## src/rtl/fetch_unit_pkg.sv

```systemverilog
`default_nettype none
// ============================================================================
// fetch_unit_pkg : shared fetch-stage types, widths and constants
// Revision       : 1.0
// ============================================================================
package fetch_unit_pkg;

   localparam int ADDR_W  = 32;
   localparam int INSTR_W = 32;

   localparam logic [INSTR_W-1:0] NOP_INSTR = 32'h0000_0013;
   localparam logic [ADDR_W-1:0]  PC_STEP   = 32'd4;

   typedef enum logic [1:0] {
      ST_IDLE = 2'd0,
      ST_REQ  = 2'd1,
      ST_WAIT = 2'd2,
      ST_HOLD = 2'd3
   } fetch_state_t;

   function automatic logic [ADDR_W-1:0] word_align(input logic [ADDR_W-1:0] addr);
      return {addr[ADDR_W-1:2], 2'b00};
   endfunction

endpackage
`default_nettype wire

```

## src/rtl/fetch_unit_if.sv

```systemverilog
`default_nettype none
// ============================================================================
// fetch_unit_if : instruction-memory port plus fetch-to-decode handshake
// Revision      : 1.0
// ============================================================================
interface fetch_unit_if;
   import fetch_unit_pkg::*;

   logic               imem_req;
   logic [ADDR_W-1:0]  imem_addr;
   logic [INSTR_W-1:0] imem_rdata;
   logic               imem_rvalid;

   logic               if_valid;
   logic               if_ready;
   logic [ADDR_W-1:0]  if_pc;
   logic [INSTR_W-1:0] if_instr;

   modport master (
      output imem_req,
      output imem_addr,
      input  imem_rdata,
      input  imem_rvalid,
      output if_valid,
      input  if_ready,
      output if_pc,
      output if_instr
   );

   modport slave (
      input  imem_req,
      input  imem_addr,
      output imem_rdata,
      output imem_rvalid,
      input  if_valid,
      output if_ready,
      input  if_pc,
      input  if_instr
   );

endinterface
`default_nettype wire

```

## src/rtl/fetch_unit.sv

```systemverilog
`default_nettype none
// ============================================================================
// fetch_unit : single-outstanding instruction fetch with redirect and kill
// Revision   : 1.0
// ============================================================================
module fetch_unit
   import fetch_unit_pkg::*;
#(
   parameter logic [ADDR_W-1:0] RESET_PC = 32'h0000_0000
) (
   input  logic              clk,
   input  logic              rst_n,
   input  logic              jump,
   input  logic [ADDR_W-1:0] jump_target,
   input  logic              stall,
   output logic              misalign,
   fetch_unit_if.master      bus
);

   fetch_state_t       state;
   fetch_state_t       state_nxt;
   logic [ADDR_W-1:0]  pc;
   logic [ADDR_W-1:0]  pc_nxt;
   logic               kill;
   logic               kill_nxt;
   logic               capture;
   logic               xfer;
   logic [ADDR_W-1:0]  pc_out;
   logic [INSTR_W-1:0] instr_out;
   logic               misalign_q;

   assign xfer = (state == ST_HOLD) && !stall && bus.if_ready;

   always_ff @(posedge clk or negedge rst_n) begin
      if (!rst_n) begin
         state <= ST_IDLE;
         pc    <= RESET_PC;
         kill  <= 1'b0;
      end else begin
         state <= state_nxt;
         pc    <= pc_nxt;
         kill  <= kill_nxt;
      end
   end

   always_ff @(posedge clk or negedge rst_n) begin
      if (!rst_n) begin
         pc_out    <= '0;
         instr_out <= NOP_INSTR;
      end else if (capture) begin
         pc_out    <= pc;
         instr_out <= bus.imem_rdata;
      end
   end

   always_ff @(posedge clk or negedge rst_n) begin
      if (!rst_n) begin
         misalign_q <= 1'b0;
      end else begin
         misalign_q <= jump && (jump_target[1:0] != 2'b00);
      end
   end

   // A redirect always wins; kill marks an in-flight response that must be dropped.
   always_comb begin
      state_nxt = state;
      pc_nxt    = pc;
      kill_nxt  = kill;
      capture   = 1'b0;

      case (state)
         ST_IDLE: begin
            state_nxt = ST_REQ;
         end

         ST_REQ: begin
            if (!stall) begin
               state_nxt = ST_WAIT;
               if (jump) begin
                  kill_nxt = 1'b1;
               end
            end
         end

         ST_WAIT: begin
            if (jump) begin
               if (bus.imem_rvalid) begin
                  kill_nxt  = 1'b0;
                  state_nxt = ST_REQ;
               end else begin
                  kill_nxt  = 1'b1;
               end
            end else if (bus.imem_rvalid) begin
               if (kill) begin
                  kill_nxt  = 1'b0;
                  state_nxt = ST_REQ;
               end else begin
                  capture   = 1'b1;
                  state_nxt = ST_HOLD;
               end
            end
         end

         ST_HOLD: begin
            if (jump) begin
               state_nxt = ST_REQ;
            end else if (xfer) begin
               pc_nxt    = pc + PC_STEP;
               state_nxt = ST_REQ;
            end
         end

         default: begin
            state_nxt = ST_IDLE;
         end
      endcase

      if (jump) begin
         pc_nxt = word_align(jump_target);
      end
   end

   assign bus.imem_req  = (state == ST_REQ) && !stall;
   assign bus.imem_addr = pc;
   assign bus.if_valid  = (state == ST_HOLD) && !stall;
   assign bus.if_pc     = pc_out;
   assign bus.if_instr  = instr_out;
   assign misalign      = misalign_q;

endmodule
`default_nettype wire

```

## src/flat_wrapper.sv

```systemverilog
// flat-port wrapper written by rule: the top's interface ports become plain ports
module fetch_unit_flat import fetch_unit_pkg::*;
#(
   parameter logic [ADDR_W-1:0] RESET_PC = 32'h0000_0000
)
  (clk, rst_n, jump, jump_target, stall, misalign, bus_imem_req, bus_imem_addr, bus_imem_rdata, bus_imem_rvalid, bus_if_valid, bus_if_ready, bus_if_pc, bus_if_instr);
  fetch_unit_if bus_i ();
  input  logic clk;
  input  logic rst_n;
  input  logic jump;
  input  logic [ADDR_W-1:0] jump_target;
  input  logic stall;
  output logic misalign;
  output wire logic [$bits(bus_i.imem_req)-1:0] bus_imem_req;
  output wire logic [$bits(bus_i.imem_addr)-1:0] bus_imem_addr;
  input wire logic [$bits(bus_i.imem_rdata)-1:0] bus_imem_rdata;
  input wire logic [$bits(bus_i.imem_rvalid)-1:0] bus_imem_rvalid;
  output wire logic [$bits(bus_i.if_valid)-1:0] bus_if_valid;
  input wire logic [$bits(bus_i.if_ready)-1:0] bus_if_ready;
  output wire logic [$bits(bus_i.if_pc)-1:0] bus_if_pc;
  output wire logic [$bits(bus_i.if_instr)-1:0] bus_if_instr;
  assign bus_imem_req = bus_i.imem_req;
  assign bus_imem_addr = bus_i.imem_addr;
  assign bus_i.imem_rdata = bus_imem_rdata;
  assign bus_i.imem_rvalid = bus_imem_rvalid;
  assign bus_if_valid = bus_i.if_valid;
  assign bus_i.if_ready = bus_if_ready;
  assign bus_if_pc = bus_i.if_pc;
  assign bus_if_instr = bus_i.if_instr;
  fetch_unit #(.RESET_PC(RESET_PC)) u_core (.clk(clk), .rst_n(rst_n), .jump(jump), .jump_target(jump_target), .stall(stall), .misalign(misalign), .bus(bus_i));
endmodule
```

## config.mk

```make
export PLATFORM = sky130hd
export DESIGN_NAME = fetch_unit_flat
export DESIGN_NICKNAME = d
export VERILOG_FILES = /design/src/rtl/fetch_unit_pkg.sv /design/src/rtl/fetch_unit_if.sv /design/src/rtl/fetch_unit.sv /design/src/flat_wrapper.sv
export SDC_FILE = /design/constraint.sdc
export NUM_CORES = 1
export LEC_CHECK = 0
export BUFFER_PORTS_ARGS = -buffer_cell sky130_fd_sc_hd__buf_2
export CAP_MARGIN = 20
export CORE_ASPECT_RATIO = 0.75
export CORE_UTILIZATION = 40
export DETAILED_ROUTE_END_ITERATION = 8
export GPL_ROUTABILITY_DRIVEN = 0
export GPL_TIMING_DRIVEN = 0
export HOLD_SLACK_MARGIN = 0.03
export PLACE_DENSITY = 0.71
export SLEW_MARGIN = 0
export SYNTH_ARGS = -nofsm -noshare
export SYNTH_HDL_FRONTEND = slang
export SYNTH_SLANG_ARGS = --single-unit
```

## constraint.sdc

```tcl
create_clock -name clk -period 1.9 [get_ports clk]
set_input_delay 0.285 -clock clk [delete_from_list [all_inputs] [get_ports clk]]
set_output_delay 0.285 -clock clk [all_outputs]
set_load 0.005 [all_outputs]
```

Word-level counts from Yosys, hierarchy flattened --
Cells that the tools add are included.
Storage, ports and cells: register bits 100, bits in latches 0, RAM bits 0, memory bits (read-only) 0, bits of input ports 70, output and inout port bits 99, memories 0
Operators by class: $add $sub $neg 1, multipliers 0, div/mod/pow operators 0, $lt $le $gt $ge 0, equality and inequality tests 8, shift-type cells 0, multiplexer cells 21, bitwise operators 0, reduce and logical (&&, ||, !) cells 13
Operator list (number):
- 32-bit 2-to-1 mux | 3
- 32-bit by 3-bit adder with 32-bit output (second input constant) | 1
- 2-bit 2-to-1 mux | 7
- 1-bit 2-to-1 mux | 9
- 2-bit case mux with 4 select lines | 1
- 2-bit nonzero test | 4
- 2-bit inequality test (second input constant) | 3
- 2-bit equality test (second input constant) | 2
- 1-bit logical AND | 4
- 4-bit AND reduction | 1
- 3-bit by 2-bit inequality test with 1-bit output (second input constant) | 1
- 3-bit inequality test (second input constant) | 1
- 3-bit AND reduction | 1
- 2-bit by 1-bit equality test with 1-bit output (second input constant) | 1
- 2-bit logical NOT | 1
- 1-bit case mux with 2 select lines | 1
- 2-bit AND reduction | 1
- 1-bit logical NOT | 1

Longest topological paths before layout --
depth in word-level cells 6, mapped depth 8

Least setup slack after synthesis --
No wires, ideal clock.
path type register to register, start point reg u_core.state[0], end point reg u_core.pc[25] (netlist: u_core.bus.imem_addr[25]), data arrival time 1642 ps, data required time 1775 ps, slack 133 ps, stages on the path, launching flop included 8, clock period less this slack 1767 ps, cell sequence dfrtp_1 > ha_1 > and3b_1 > buf_6 > nand2_1 > nor4_1 > xor2_1 > mux2_2
Between the ends: cells in the longest elaborated chain, start to end 5
RTL lines:
- from (decl) | RTL line fetch_unit.sv:20 | fetch_state_t state;
- from (signal assigned) | RTL line fetch_unit.sv:40 | state <= state_nxt;
- 2-bit equality test (*) | RTL line fetch_unit.sv:32, fetch_unit.sv:71
- 1-bit logical AND (2 in a row) | RTL line fetch_unit.sv:32 | assign xfer = (state == ST_HOLD) && !stall && bus.if_ready;
- 2-bit nonzero test (no line)
- 2-bit AND reduction (no line) (*)
- to (signal assigned) | RTL line fetch_unit.sv:41 | pc <= pc_nxt;
- to (decl) | RTL line fetch_unit.sv:22 | logic [ADDR_W-1:0] pc;
Every way passes the cells marked *; elsewhere a longest branch is shown, timed or not. A chain may end at the register's enable or synchronous reset.

Worst setup path after layout --
start point reg u_core.state[1], end point reg u_core.pc[26] (netlist: u_core.bus.imem_addr[26])
Same word-level chain as after synthesis.

==> metrics <==
Max IR drop VDD roughly 0.67 mV; # clock sinks between 90 and 100; largest family of logic cells by synthesized area multiplexers; Hold Crit Class in2reg; RSZ-0062 raised after global routing true; vias in the first global route 3,417; most common cell after layout, fill and taps aside buf_2; Synth async-reset ratio 100.0%; post-synthesis adder-cell area fraction 1.410%; Layout Skew about 0.0061 ns; Unique masters post-synth 43; layout cells sized above 1 between 50 and 60%; CTS tree built; Gate power share 27.2%; Worst Reg2Reg Path Length in Cells 8; Max Clock Freq roughly 540 MHz; fin nets about 620; standard-cell rows 32; H-tree depth 3; most frequent cells in the layout buf_2 (163), dfrtp_1 (93), mux2_2 (64); Critical Path Source Type register; first-pass GRT wire length about 17,000 um; synth warn 0; initial core utilization a little over two fifths; endpoint class of the critical path register; complex-gate fraction of the synthesized area under 10%; Reg-to-Reg Start u_core.state[1]; antenna cells 0; Vias/cell between 4 and 5; fin crit period roughly 1.8 ns; Final Slew Violations 0; worst hold path startpoint jump_target[0]; Int Power around 4.9 mW; Reg2Reg Setup Slack 0.06 ns; dpl ws -0.2314 ns; Core Footprint around 11,000 um^2; Cells after Synth ~360; EDFF count, synth 0; Area Growth Syn to Fin 32.54%; largest net degree at the start of global routing 53; placed cells between 600 and 700; CTS root buffer clkbuf_16; post-synthesis cell area 4437 um^2; worst path required time 2.12 ns; Most used DFF post-synth dfrtp_1; sequential-to-total area share from yosys stat between 50 and 60%; Non-Filler Instances 690; register bit total from synthesis 96; Seq pwr share 45.9%; sw power ~1.9 mW; R2R Path End u_core.bus.imem_addr[26]; Synth Area in Simple Gates about 15%; Hold Crit Depth 2; Remaining DRCs 0; DRT Pass-1 Iters 4; Crit Path Max Fanout 6; Iter 0 DRT Violations roughly 120; setup TNS 0 ns; Power Dens Cells between 1000 and 1500 nW/um^2; Switching Share between 20% and 30%; post-DP HPWL approximately 8000 um; Total Routing Usage GR about a fifth; status finished clean; Routed WL approximately 11,000 um; initial antenna violation count 0; Tcrit/Tclk final 96.60%; clock share of power between 20% and 30%; Hold Path Sink u_core.misalign; IO Pins between 150 and 200; Hold Violations, Final 0; Clk Latency, worst-skew pair 0.34 ns; total power ~6.7 mW; mux share of post-synthesis cell area between 10% and 20%; Die W between 100 and 150 um; max cap viols 0; xor/xnor share of the synthesized area 5.330%; Leak between 2 and 3 nW; antenna violation net count after detailed routing 0; DR vias between 3,000 and 4,000; Setup Crit Path Kind reg2reg; port bufs between 150 and 200; Crit path arrival time 2.05 ns; Die Ht 93.21 um; Clock Path Buffers 2; Worst Max-Slew Pin Slew slightly below 0.8 ns; detail-routed net length per standard cell 15.61 um; GRT overflow 0; die area approximately 12,000 um^2; TritonCTS buffer count 9; Setup violations, final 0; Relative slew margins between 40% and 50%; final worst slack around 0.065 ns; Mean Syn Cell Area 12.22 um^2; CTS clk-pin slew, worst paths roughly 0.070 ns
-- metrics by stage --
stage / hold slack, ns / cell area, um^2 / utilization [%]
global placement: 0.4840 / 5439 / 51.65
finish: 0.1403 / 5881 / 55.85
CTS: 0.1313 / 5799 / 55.07
global route: 0.1494 / 5881 / 55.85
detailed placement: 0.3321 / 5469 / 51.94
floorplan: -0.01059 / 4448 / -
-- synth_stat cells, types with 2 or more instances --
| library cell | number | share of area [%] |
|---|---|---|
| o21ai_0 | 21 | 2.4 |
| dfrtp_1 | 93 | 52 |
| nor4_4 | 3 | 1.4 |
| buf_4 | 5 | 0.85 |
| xor2_1 | 7 | 1.4 |
| nor2_1 | 10 | 0.85 |
| ha_1 | 5 | 1.4 |
| nor4_2 | 3 | 0.85 |
| clkbuf_1 | 8 | 0.68 |
| nand3_1 | 9 | 1.0 |
| nand4_4 | 2 | 0.96 |
| nor2b_1 | 3 | 0.42 |
| nor3_1 | 5 | 0.56 |
| nand3_4 | 2 | 0.79 |
| nor3_2 | 2 | 0.45 |
| a21oi_1 | 2 | 0.23 |
| o21ai_1 | 8 | 0.90 |
| xnor2_1 | 20 | 3.9 |
| nand2_1 | 43 | 3.6 |
| mux2_2 | 64 | 16 |
| buf_6 | 3 | 0.76 |
| and4_4 | 2 | 0.51 |
| buf_2 | 6 | 0.68 |
| inv_1 | 7 | 0.59 |
| and3_1 | 8 | 1.1 |
| nand4_1 | 3 | 0.42 |
| dfstp_2 | 3 | 1.8 |
-- worst max-delay path, stage by stage (launching register included) --
cell,delay [ns]
dfrtp_1,0.38
ha_2,0.20
and3b_1,0.18
buf_6,0.13
nand3_4,0.15
buf_12,0.19
nor4_4,0.27
xnor2_1,0.15
o21ai_1,0.07
-- state kept, by name, summed over array words and instances, names as in the netlist --
| register | flops |
|---|---|
| u_core.bus.if_instr | 32 |
| u_core.kill | 1 |
| u_core.state | 2 |
| u_core.bus.imem_addr | 30 |
| u_core.misalign | 1 |
| u_core.bus.if_pc | 30 |
-- cell families (layout without fill, tap and decap cells) --
| family | Yosys count | in the layout |
|---|---|---|
| flip-flops | 96 | 96 |
| AND/OR/NAND/NOR | 104 | 104 |
| buffers and inverters | 29 | 217 |
| XOR/XNOR | 27 | 27 |
| other | 1 | 4 |
| multiplexers | 65 | 65 |
| adder cells (fa/ha/maj) | 5 | 5 |
| AO/OA/AOI/OAI | 36 | 36 |
-- power by group through the flow --
stage / Clock [mW] / Combinational (mW) / Sequential, mW
final: 1.82 / 1.83 / 3.09
after global routing: 1.92 / 2.05 / 3.20
after CTS: 1.85 / 1.84 / 3.10
after detailed placement: 0 / 1.81 / 3.14
after global placement: 0 / 1.74 / 3.09
after floorplan: 0 / 0.819 / 3.17
-- metal layers --
layer / share of wire (%) / vias to the layer above / track usage, %
met3: 6.0 / 11 / 4.817
met4: 1.1 / 0 / 5.924
met1: 46 / 1687 / 26.92
met2: 47 / 113 / 30.69
li1: - / 1614 / -
met5: 0 / - / 0
-- area by class of cell --
type	instances	area (um^2)
clock inverters	5	56.30
inverters	7	26.28
flip-flops and latches	96	2406
plain buffers	21	151.4
fillers	926	4649
repair buffers	173	930.9
clock buffers	11	242.7
well taps	136	170.2
multi-input cells	241	1897
-- worst max path at each step --
stage                     from                  endpoint  slack [ns]  cells after the start
5_1_grt        u_core.state[1]  u_core.bus.imem_addr[26]       -0.06                      8
4_1_cts        u_core.state[1]  u_core.bus.imem_addr[28]        0.01                      8
6_report       u_core.state[1]  u_core.bus.imem_addr[26]        0.06                      8
3_5_place_dp   u_core.state[0]       u_core.bus.if_pc[7]       -0.23                      6
2_1_floorplan  u_core.state[0]  u_core.bus.imem_addr[25]        0.13                      7
3_3_place_gp             rst_n    u_core.bus.if_instr[2]       -0.38                      1
-- repair_timing --
item,in CTS,in global routing
hold endpoints to repair,42,0
gates resized for setup,3,9
hold buffers,1,0
cloned,0,1
endpoints found under the setup margin,64,62
setup buffers,2,4
pin swaps,0,4
Power figures use the tool's default switching activity.
